--- config.mk ---
export PLATFORM = sky130hd
export DESIGN_NAME = pool_upsampler
export DESIGN_NICKNAME = d
export VERILOG_FILES = /design/src/rtl/cnn_stream_pkg.sv /design/src/rtl/upsample_line_buf.sv /design/src/rtl/pool_upsampler.sv
export SDC_FILE = /design/constraint.sdc
export NUM_CORES = 1
export LEC_CHECK = 0
export CAP_MARGIN = 30
export CORE_MARGIN = 1.5
export CORE_UTILIZATION = 25
export CTS_BUF_LIST = sky130_fd_sc_hd__clkbuf_8 sky130_fd_sc_hd__clkbuf_16
export CTS_CLUSTER_DIAMETER = 60
export DETAILED_ROUTE_END_ITERATION = 16
export GPL_TIMING_DRIVEN = 1
export PLACE_DENSITY = 0.41
export SLEW_MARGIN = 20
export SYNTH_ARGS = -nofsm -noshare
export SYNTH_HDL_FRONTEND = slang
export SYNTH_SLANG_ARGS = --single-unit
--- constraint.sdc ---
create_clock -name clk -period 2.7 [get_ports clk]
set_input_delay 0.54 -clock clk [delete_from_list [all_inputs] [get_ports clk]]
set_output_delay 0.54 -clock clk [all_outputs]
set_load 0.01 [all_outputs]
--- src/rtl/cnn_stream_pkg.sv ---
//------------------------------------------------------------------------------
// cnn_stream_pkg : shared types for the CNN pixel-stream blocks
// Rev 1.0
//------------------------------------------------------------------------------
`timescale 1ns/1ps
`default_nettype none

package cnn_stream_pkg;

    localparam int DATA_W = 16;

    typedef logic signed [DATA_W-1:0] pixel_t;

    typedef enum logic [1:0] {
        IDLE  = 2'd0,
        ROW_A = 2'd1,
        ROW_B = 2'd2
    } up_state_t;

endpackage

`default_nettype wire

--- src/rtl/upsample_line_buf.sv ---
//------------------------------------------------------------------------------
// upsample_line_buf : one-line pixel store, one write port, registered read
// Rev 1.0
//------------------------------------------------------------------------------
`timescale 1ns/1ps
`default_nettype none

module upsample_line_buf #(
    parameter int DATA_W = 16,
    parameter int DEPTH  = 12,
    parameter int AW     = 4
) (
    input  logic              clk,
    input  logic              wr_en,
    input  logic [AW-1:0]     wr_addr,
    input  logic [DATA_W-1:0] wr_data,
    input  logic [AW-1:0]     rd_addr,
    output logic [DATA_W-1:0] rd_data
);

    logic [DATA_W-1:0] r_mem [DEPTH];

    // Contents are never reset: every entry is rewritten before it is replayed.
    always_ff @(posedge clk) begin
        if (wr_en) begin
            r_mem[wr_addr] <= wr_data;
        end
        rd_data <= r_mem[rd_addr];
    end

endmodule

`default_nettype wire

--- src/rtl/pool_upsampler.sv ---
//------------------------------------------------------------------------------
// pool_upsampler : 2x nearest-neighbour upsampler for a framed pooled stream
// Rev 1.0
//------------------------------------------------------------------------------
`timescale 1ns/1ps
`default_nettype none

module pool_upsampler #(
    parameter int DATA_W = cnn_stream_pkg::DATA_W,
    parameter int IN_W   = 12,
    parameter int IN_H   = 12
) (
    input  logic                     clk,
    input  logic                     rst,
    input  logic                     ena,
    input  logic                     frame_start_in,
    input  logic                     line_start_in,
    input  logic                     frame_end_in,
    input  logic signed [DATA_W-1:0] sig_layer,
    output logic                     in_ready,
    output logic signed [DATA_W-1:0] up_layer,
    output logic                     valid,
    output logic                     frame_start_out,
    output logic                     line_start_out,
    output logic                     frame_end_out,
    output logic                     err
);

    import cnn_stream_pkg::*;

    localparam int CW = (IN_W > 1) ? $clog2(IN_W) : 1;
    localparam int RW = (IN_H > 1) ? $clog2(IN_H) : 1;
    localparam logic [CW-1:0] C_COL_LAST = CW'(IN_W - 1);
    localparam logic [RW-1:0] C_ROW_LAST = RW'(IN_H - 1);

    up_state_t   r_state, w_state_nxt;
    logic        r_p, w_p_nxt;
    logic [CW-1:0] r_col, w_col_nxt, w_acc_col, w_wr_addr, w_rd_addr;
    logic [RW-1:0] r_row, w_row_nxt, w_acc_row;
    logic        w_accept, w_take, w_wr_en;
    logic        w_rdy_nxt, w_valid_nxt, w_fs_nxt, w_ls_nxt, w_fe_nxt, w_err_nxt;
    logic signed [DATA_W-1:0] w_up_nxt;
    logic [DATA_W-1:0] w_rd_data;

    upsample_line_buf #(
        .DATA_W (DATA_W),
        .DEPTH  (IN_W),
        .AW     (CW)
    ) u_line_buf (
        .clk     (clk),
        .wr_en   (w_wr_en),
        .wr_addr (w_wr_addr),
        .wr_data (sig_layer),
        .rd_addr (w_rd_addr),
        .rd_data (w_rd_data)
    );

    always_comb begin
        w_state_nxt = r_state;
        w_p_nxt     = r_p;
        w_col_nxt   = r_col;
        w_row_nxt   = r_row;
        w_up_nxt    = up_layer;
        w_valid_nxt = 1'b0;
        w_fs_nxt    = 1'b0;
        w_ls_nxt    = 1'b0;
        w_fe_nxt    = 1'b0;
        w_err_nxt   = err;
        w_wr_en     = 1'b0;
        w_wr_addr   = r_col;
        w_rd_addr   = '0;

        // A frame_start_in pixel always lands at (0,0), even as a mid-frame restart.
        w_accept  = ena && in_ready;
        w_acc_col = frame_start_in ? '0 : r_col;
        w_acc_row = frame_start_in ? '0 : r_row;
        w_take    = w_accept && (frame_start_in || (r_state == ROW_A));

        if (w_accept && !w_take) begin
            w_err_nxt = 1'b1;
        end

        if (w_take) begin
            w_wr_en     = 1'b1;
            w_wr_addr   = w_acc_col;
            w_up_nxt    = sig_layer;
            w_valid_nxt = 1'b1;
            w_ls_nxt    = (w_acc_col == '0);
            w_fs_nxt    = (w_acc_col == '0) && (w_acc_row == '0);
            w_state_nxt = ROW_A;
            w_p_nxt     = 1'b1;
            w_col_nxt   = w_acc_col;
            w_row_nxt   = w_acc_row;
            if ((line_start_in != (w_acc_col == '0)) ||
                (frame_end_in != ((w_acc_col == C_COL_LAST) && (w_acc_row == C_ROW_LAST))) ||
                (frame_start_in && (r_state != IDLE))) begin
                w_err_nxt = 1'b1;
            end
        end else begin
            case (r_state)
                ROW_A: begin
                    if (r_p) begin
                        w_valid_nxt = 1'b1;
                        w_p_nxt     = 1'b0;
                        if (r_col == C_COL_LAST) begin
                            w_state_nxt = ROW_B;
                            w_col_nxt   = '0;
                        end else begin
                            w_col_nxt = r_col + CW'(1);
                        end
                    end
                end
                ROW_B: begin
                    w_up_nxt    = w_rd_data;
                    w_valid_nxt = 1'b1;
                    w_ls_nxt    = (r_col == '0) && !r_p;
                    w_fe_nxt    = (r_row == C_ROW_LAST) && (r_col == C_COL_LAST) && r_p;
                    if (r_p) begin
                        w_p_nxt = 1'b0;
                        if (r_col == C_COL_LAST) begin
                            w_col_nxt = '0;
                            if (r_row == C_ROW_LAST) begin
                                w_state_nxt = IDLE;
                                w_row_nxt   = '0;
                            end else begin
                                w_state_nxt = ROW_A;
                                w_row_nxt   = r_row + RW'(1);
                            end
                        end else begin
                            w_col_nxt = r_col + CW'(1);
                        end
                    end else begin
                        w_p_nxt = 1'b1;
                    end
                end
                default: ;
            endcase
        end

        // Read one step ahead: rd_data must already hold the pixel replayed next cycle.
        if (r_state == ROW_B) begin
            if (!r_p) begin
                w_rd_addr = r_col;
            end else if (r_col != C_COL_LAST) begin
                w_rd_addr = r_col + CW'(1);
            end
        end

        w_rdy_nxt = (w_state_nxt == IDLE) || ((w_state_nxt == ROW_A) && !w_p_nxt);
    end

    always_ff @(posedge clk) begin
        if (rst) begin
            r_state         <= IDLE;
            r_p             <= 1'b0;
            r_col           <= '0;
            r_row           <= '0;
            in_ready        <= 1'b0;
            up_layer        <= '0;
            valid           <= 1'b0;
            frame_start_out <= 1'b0;
            line_start_out  <= 1'b0;
            frame_end_out   <= 1'b0;
            err             <= 1'b0;
        end else begin
            r_state         <= w_state_nxt;
            r_p             <= w_p_nxt;
            r_col           <= w_col_nxt;
            r_row           <= w_row_nxt;
            in_ready        <= w_rdy_nxt;
            up_layer        <= w_up_nxt;
            valid           <= w_valid_nxt;
            frame_start_out <= w_fs_nxt;
            line_start_out  <= w_ls_nxt;
            frame_end_out   <= w_fe_nxt;
            err             <= w_err_nxt;
        end
    end

endmodule

`default_nettype wire
* Word-level counts from Yosys, hierarchy flattened
Memory sizes are Yosys's and may differ from the RTL's. A register that Yosys moved wholly into a read port is not among the register bits.
Index checks and enable logic that the tools add are counted.
** Word-level totals
- Register bits :: 33
- Output and inout bits :: 22
- Input bits :: 22
- Logic and storage cells :: 95
- Memories kept :: 1
- Bits in writable memories :: 192
** Operators by class
- Bitwise operators :: 2
- Add/sub/neg operators :: 2
- Reductions and logical operators :: 31
- Muxes and demuxes :: 38
- Equality and inequality tests :: 10
** Memory list
- u_line_buf.r_mem :: depth 12, width 16, rd ports 1, clocked after Yosys merged registers in 1, wr ports 1, RTL line upsample_line_buf.sv:21 : logic [DATA_W-1:0] r_mem [DEPTH];
** Operators by type and width (count)
- two-way mux 4 bit :: 15
- two-way mux 16 bit :: 2
- equality test 4 bit, second input constant :: 4
- two-way mux 1 bit :: 13
- logical NOT 4 bit :: 3
- logical AND 1 bit :: 10
- two-way mux 2 bit :: 5
- nonzero test 2 bit :: 5
- adder 4 x 1 -> 4 bit, second input constant :: 2
- equality test 2 x 1 -> 1 bit, second input constant :: 2
- logical OR 1 bit :: 4
- != test 4 bit, second input constant :: 1
- one-hot mux 1 bit (2 select lines) :: 2
- one-hot mux 2 bit (2 select lines) :: 1
- OR reduction 2 bit :: 2
- logical NOT 1 bit :: 3
- AND reduction 3 bit :: 1
- OR reduction 3 bit :: 1
- equality test 2 bit, second input constant :: 1
- logical NOT 2 bit :: 1
- != test 1 bit :: 2
- NOT 1 bit :: 2
- AND reduction 2 bit :: 1

* Depth between registers and ports, before layout
- Word-level depth :: 9
- Gate-level depth with buffers :: 11
- Gate-level depth less buffers :: 7

* Cells and area by module
Synthesis repeated with hierarchy kept, for this count alone.
** Second synthesis, totals
- Cells, all modules :: 545
- Area total of the unflattened synthesis :: 9387.8 um2
** Modules (own cells, without submodules)
- upsample_line_buf :: cells an instance 342, sequential area each 6085.8 um2, area each 7609.8 um2, instances 1
- pool_upsampler :: cells an instance 203, sequential area each 660.6 um2, area each 1778.0 um2, instances 1

* Worst setup path before layout
Ideal clock, no wire load.
- Kind :: reg2reg
- Start :: register r_col[0]
- End :: register u_line_buf.rd_data[14], read port of u_line_buf.r_mem
- Clock period less this slack :: 2.849 ns
- Stages on the path, launching flop included :: 11
- Setup time :: 0.130 ns
- Data required time :: 2.570 ns
- Buffers on the path :: 3
- Slack :: -0.149 ns
- Arrival :: 2.718 ns
- Cells stage by stage :: dfxtp_1 -> buf_2 -> clkinv_1 -> clkbuf_1 -> ha_1 -> mux2_2 -> buf_6 -> mux4_2 -> mux2_2 -> a22oi_1 -> a211oi_1
** Between the ends
- Longest elaborated chain between the ends :: 4
- Elaborated cells between the ends (all ways) :: 5
- Those cells by class :: add/sub: 1; eq/ne: 1; mux: 3
** Ends and longest elaborated chain
- start, declared :: RTL line pool_upsampler.sv:38 : logic [CW-1:0] r_col, w_col_nxt, w_acc_col, w_wr_addr, w_rd_addr;
- start signal, assigned :: RTL line pool_upsampler.sv:168 : r_col <= w_col_nxt;
- adder 4 x 1 -> 4 bit / != test 4 bit (equally long branches) :: RTL line pool_upsampler.sv:145, pool_upsampler.sv:144
- two-way mux 4 bit :: RTL line pool_upsampler.sv:144 : end else if (r_col != C_COL_LAST) begin
- two-way mux 4 bit (*) :: RTL line pool_upsampler.sv:142 : if (!r_p) begin
- two-way mux 4 bit (*) :: RTL line pool_upsampler.sv:141 : if (r_state == ROW_B) begin
- end, declared :: RTL line upsample_line_buf.sv:18 : output logic [DATA_W-1:0] rd_data
Mark *: on every way between the ends. The rest lies on a longest branch, timed or not.
A chain may end at the register's enable or synchronous reset.

* Worst setup path after layout
- Start :: register r_col[0]
- End :: register u_line_buf.rd_data[0], read port of u_line_buf.r_mem
The elaborated chain is that of the path after synthesis.

==> results by group <==
Logic synthesis
  – Synth async-reset ratio: 0%
  – Area share of the largest cell type after synthesis: 53.8%
  – Most numerous cell in the Yosys netlist: edfxtp_1
  – Netlist Area Pre-Place: 0.0107 mm²
  – Netlist cell types: 56
  – Synth area leader: edfxtp_1
  – Mapped Cells: 854
  – Syn_nets: 882
  – Average cell area after synthesis: 12.5 µm²
  – Top cells by count, synth: edfxtp_1, mux2i_1, nand2_1
  – Seq/Total Area, Yosys: 63.0%
  – #FFs+latches synth: 241
  – Prevailing post-synth register cell: edfxtp_1
  – Post-synth EDFFs: 192
  – Largest cells by area after synthesis: edfxtp_1, dfxtp_1, mux2i_1
  – Synth warn: 0

Power and ir drop
  – Max IR drop VDD: 0.413 mV
  – Pwr dens: 639 mW/mm²
  – Lkg Pwr: 4.57 nW

Routing
  – 1st-iter DRT viols: 555
  – Vias per cell: 5.04
  – Drt drc: 0
  – Vias post-DR: 7,599
  – Final WL: 34,100 µm
  – DR pass1 iterations: 7
  – Antenna-violating nets left: 0
  – WL/cell: 22.6 µm

Worst setup path
  – Crit path kind: flip-flop to flip-flop
  – Data required time of the critical path: 3.12 ns
  – Worst reg2reg endpoint: u_line_buf.rd_data[0]$_DFF_P_
  – FF-to-FF path depth: 8
  – Reg-to-Reg Start: r_col[0]$_SDFFE_PP0P_
  – Startpoint Class: flip-flop
  – FF-to-FF setup slack: 0.15 ns
  – Critical path arrival: 2.97 ns
  – Crit path max fanout: 28
  – Critical path capture point type: flip-flop

Cells and area
  – Finished Cell Area: 0.0133 mm²
  – Layout area overhead: 24.6%
  – Layout cell share with drive strength beyond 1: 17.1%
  – Layout Nets: 973
  – ANT cells: 0

Timing
  – Final hold violations: 0
  – Setup Viol. Count Final: 0
  – Setup TNS: 0 ns
  – Clock Skew: 0.0180 ns
  – Fmax: 392 MHz
  – Final worst-path cycle share: 94.4%
  – Worst-Margin Slew: 0.726 ns
  – Unrepaired setup endpoints after global routing: no
  – Slew margin rel.: 51.6%
  – Max-slew violations: 0
  – Tmin final: 2.55 ns
  – WHS: 0.450 ns

Floorplanning
  – Core ar.: 0.0421 mm²
  – Die ar.: 0.0441 mm²
  – Die Width: 210 µm
  – I/O pin count: 44
  – Rows: 75
  – Initial Utilization: 25.4%
  – Die height: 210 µm

Global routing
  – Vias in the first global route: 7,457
  – GR Util All Layers: 15.4%
  – Initial antenna violation count: 0
  – Largest net degree at the start of global routing: 36
  – First-pass GRT wire length: 50,300 µm
  – Congestion Overflow GR: 0

Min path
  – HP Class: flip-flop to flip-flop
  – Worst Hold Endpoint: err$_SDFF_PP0_
  – Worst hold stages: 2
  – Hold_sp: err$_SDFF_PP0_

Place
  – Dpl cell area: 0.0123 mm²
  – PortBufs: 43
  – DP HPWL: 22,300 µm
  – Final Wtd Congestion: 0.782

Clock tree
  – CTS root buffer: clkbuf_16
  – Skew-Pair Late Insertion Delay: 0.57 ns
  – CTS sink cnt: 241
  – CTS H-tree depth: 1
  – Post-CTS setup buffers: 0
  – CTS Buf Count: 30
  – CTS tree: yes
  – Reg clk slew, reported paths: 0.06 ns
  – Max Root-Sink Buffers: 3

Flow run
  – Max-Cap Viols: 0

Outcome
  – Outcome: finished clean
[per-layer routing]
layer | track usage, % | wire [µm] | part of all wire, % | vias up
met5 | 0 | 0 | 0 | -
met4 | 4.84 | 892 | 2.6 | 0
met3 | 1.88 | 1530 | 4.5 | 46
met2 | 24.8 | 15600 | 46 | 193
met1 | 21.5 | 16100 | 47 | 3827
li1 | - | - | - | 3533
[worst max-delay path by stage]
stage	from	to	slack (ns)	cells after the start
2_1_floorplan	r_col[0]$_SDFFE_PP0P_	u_line_buf.rd_data[14]$_DFF_P_	0.02	10
3_3_place_gp	r_p$_SDFF_PP0_	u_line_buf.rd_data[14]$_DFF_P_	0.13	7
3_5_place_dp	r_col[0]$_SDFFE_PP0P_	u_line_buf.rd_data[15]$_DFF_P_	0.13	8
4_1_cts	r_col[0]$_SDFFE_PP0P_	u_line_buf.rd_data[15]$_DFF_P_	0.08	8
5_1_grt	r_col[0]$_SDFFE_PP0P_	u_line_buf.rd_data[0]$_DFF_P_	0.0009	8
6_report	r_col[0]$_SDFFE_PP0P_	u_line_buf.rd_data[0]$_DFF_P_	0.15	8
[what timing repair did]
action	CTS	global route
endpoints found under the setup margin	0	15
gates resized for setup	0	4
hold buffers	0	0
[cell usage in the layout (no fill, tap or decap), types with 3 or more instances in the layout]
cell type,count
nand3_1,36
o221a_2,17
nor2_2,8
a22oi_1,3
nor3b_1,3
nor2_1,37
clkbuf_8,5
clkbuf_16,31
dfxtp_1,49
nor2b_1,5
a221oi_1,15
nor3_1,6
a21oi_1,11
bufinv_16,3
inv_1,33
o221ai_1,16
mux2_2,4
and3_1,3
nand3b_1,4
a31oi_1,21
clkinv_2,5
o22ai_1,15
o32ai_1,16
nand2_1,60
and2_1,17
buf_4,66
o21ai_0,57
clkdlybuf4s50_1,43
mux2i_1,64
buf_12,13
nor4_1,4
a21o_1,19
edfxtp_1,192
ha_1,5
a211oi_1,48
[registers in the layout, summed over array words and instances (netlist names)]
name and cells:
r_col 4, line_start_out 1, u_line_buf.rd_data 16, up_layer 16, r_p 1, in_ready 1
valid 1, frame_end_out 1, r_state 2, u_line_buf.r_mem 192, r_row 4, frame_start_out 1
err 1
[worst max-delay path, cell delays in order, from the launching register on]
cell and delay (ns):
dfxtp_1 0.45, clkinv_2 0.09, ha_1 0.30, mux2_2 0.32, nand2_1 0.10, buf_4 0.38, o221ai_1 0.16, a211oi_1 0.43
a221oi_1 0.15
[cell type report]
cell class,count,area (µm²)
Sequential cell,241,6750
Inverter,25,95.1
Timing Repair Buffer,123,1200
Tap cell,539,674
Clock inverter,21,185
Clock buffer,35,831
Multi-Input combinational cell,524,3620
Fill cell,4180,28800
[metrics by stage]
| stage | total power [W] | instances | utilization [%] | setup slack, ns |
|---|---|---|---|---|
| finish | 0.00853 | 1508 | 31.7 | 0.152 |
| global route | 0.00882 | 1508 | 31.7 | 0.000869 |
| CTS | 0.00864 | 1508 | 31.6 | 0.0803 |
| detailed placement | 0.00454 | 1452 | 29.2 | 0.130 |
| global placement | 0.00454 | 1452 | 29.2 | 0.127 |
| floorplan | 0.00431 | 854 | - | 0.0159 |
[cells by family (layout without fill, tap and decap cells)]
logic type | Yosys count | count (layout) | share of synthesized area [%]
compound gates | 252 | 252 | 17.0
xor+xnor | 2 | 2 | 0.164
fa+ha+maj | 6 | 6 | 0.701
buf+inv | 89 | 204 | 3.71
flops | 241 | 241 | 63.0
mux | 69 | 69 | 6.61
simple gates | 195 | 195 | 8.80
[power breakdown]
group	total, W	internal, W	leakage (nW)	switching, W
sequential	0.00407	0.00404	2.13	0.0000290
clock	0.00408	0.00247	0.530	0.00161
combinational	0.000380	0.000152	1.91	0.000229
total	0.00853	0.00666	4.57	0.00187
(Power assumes the default switching activity.)
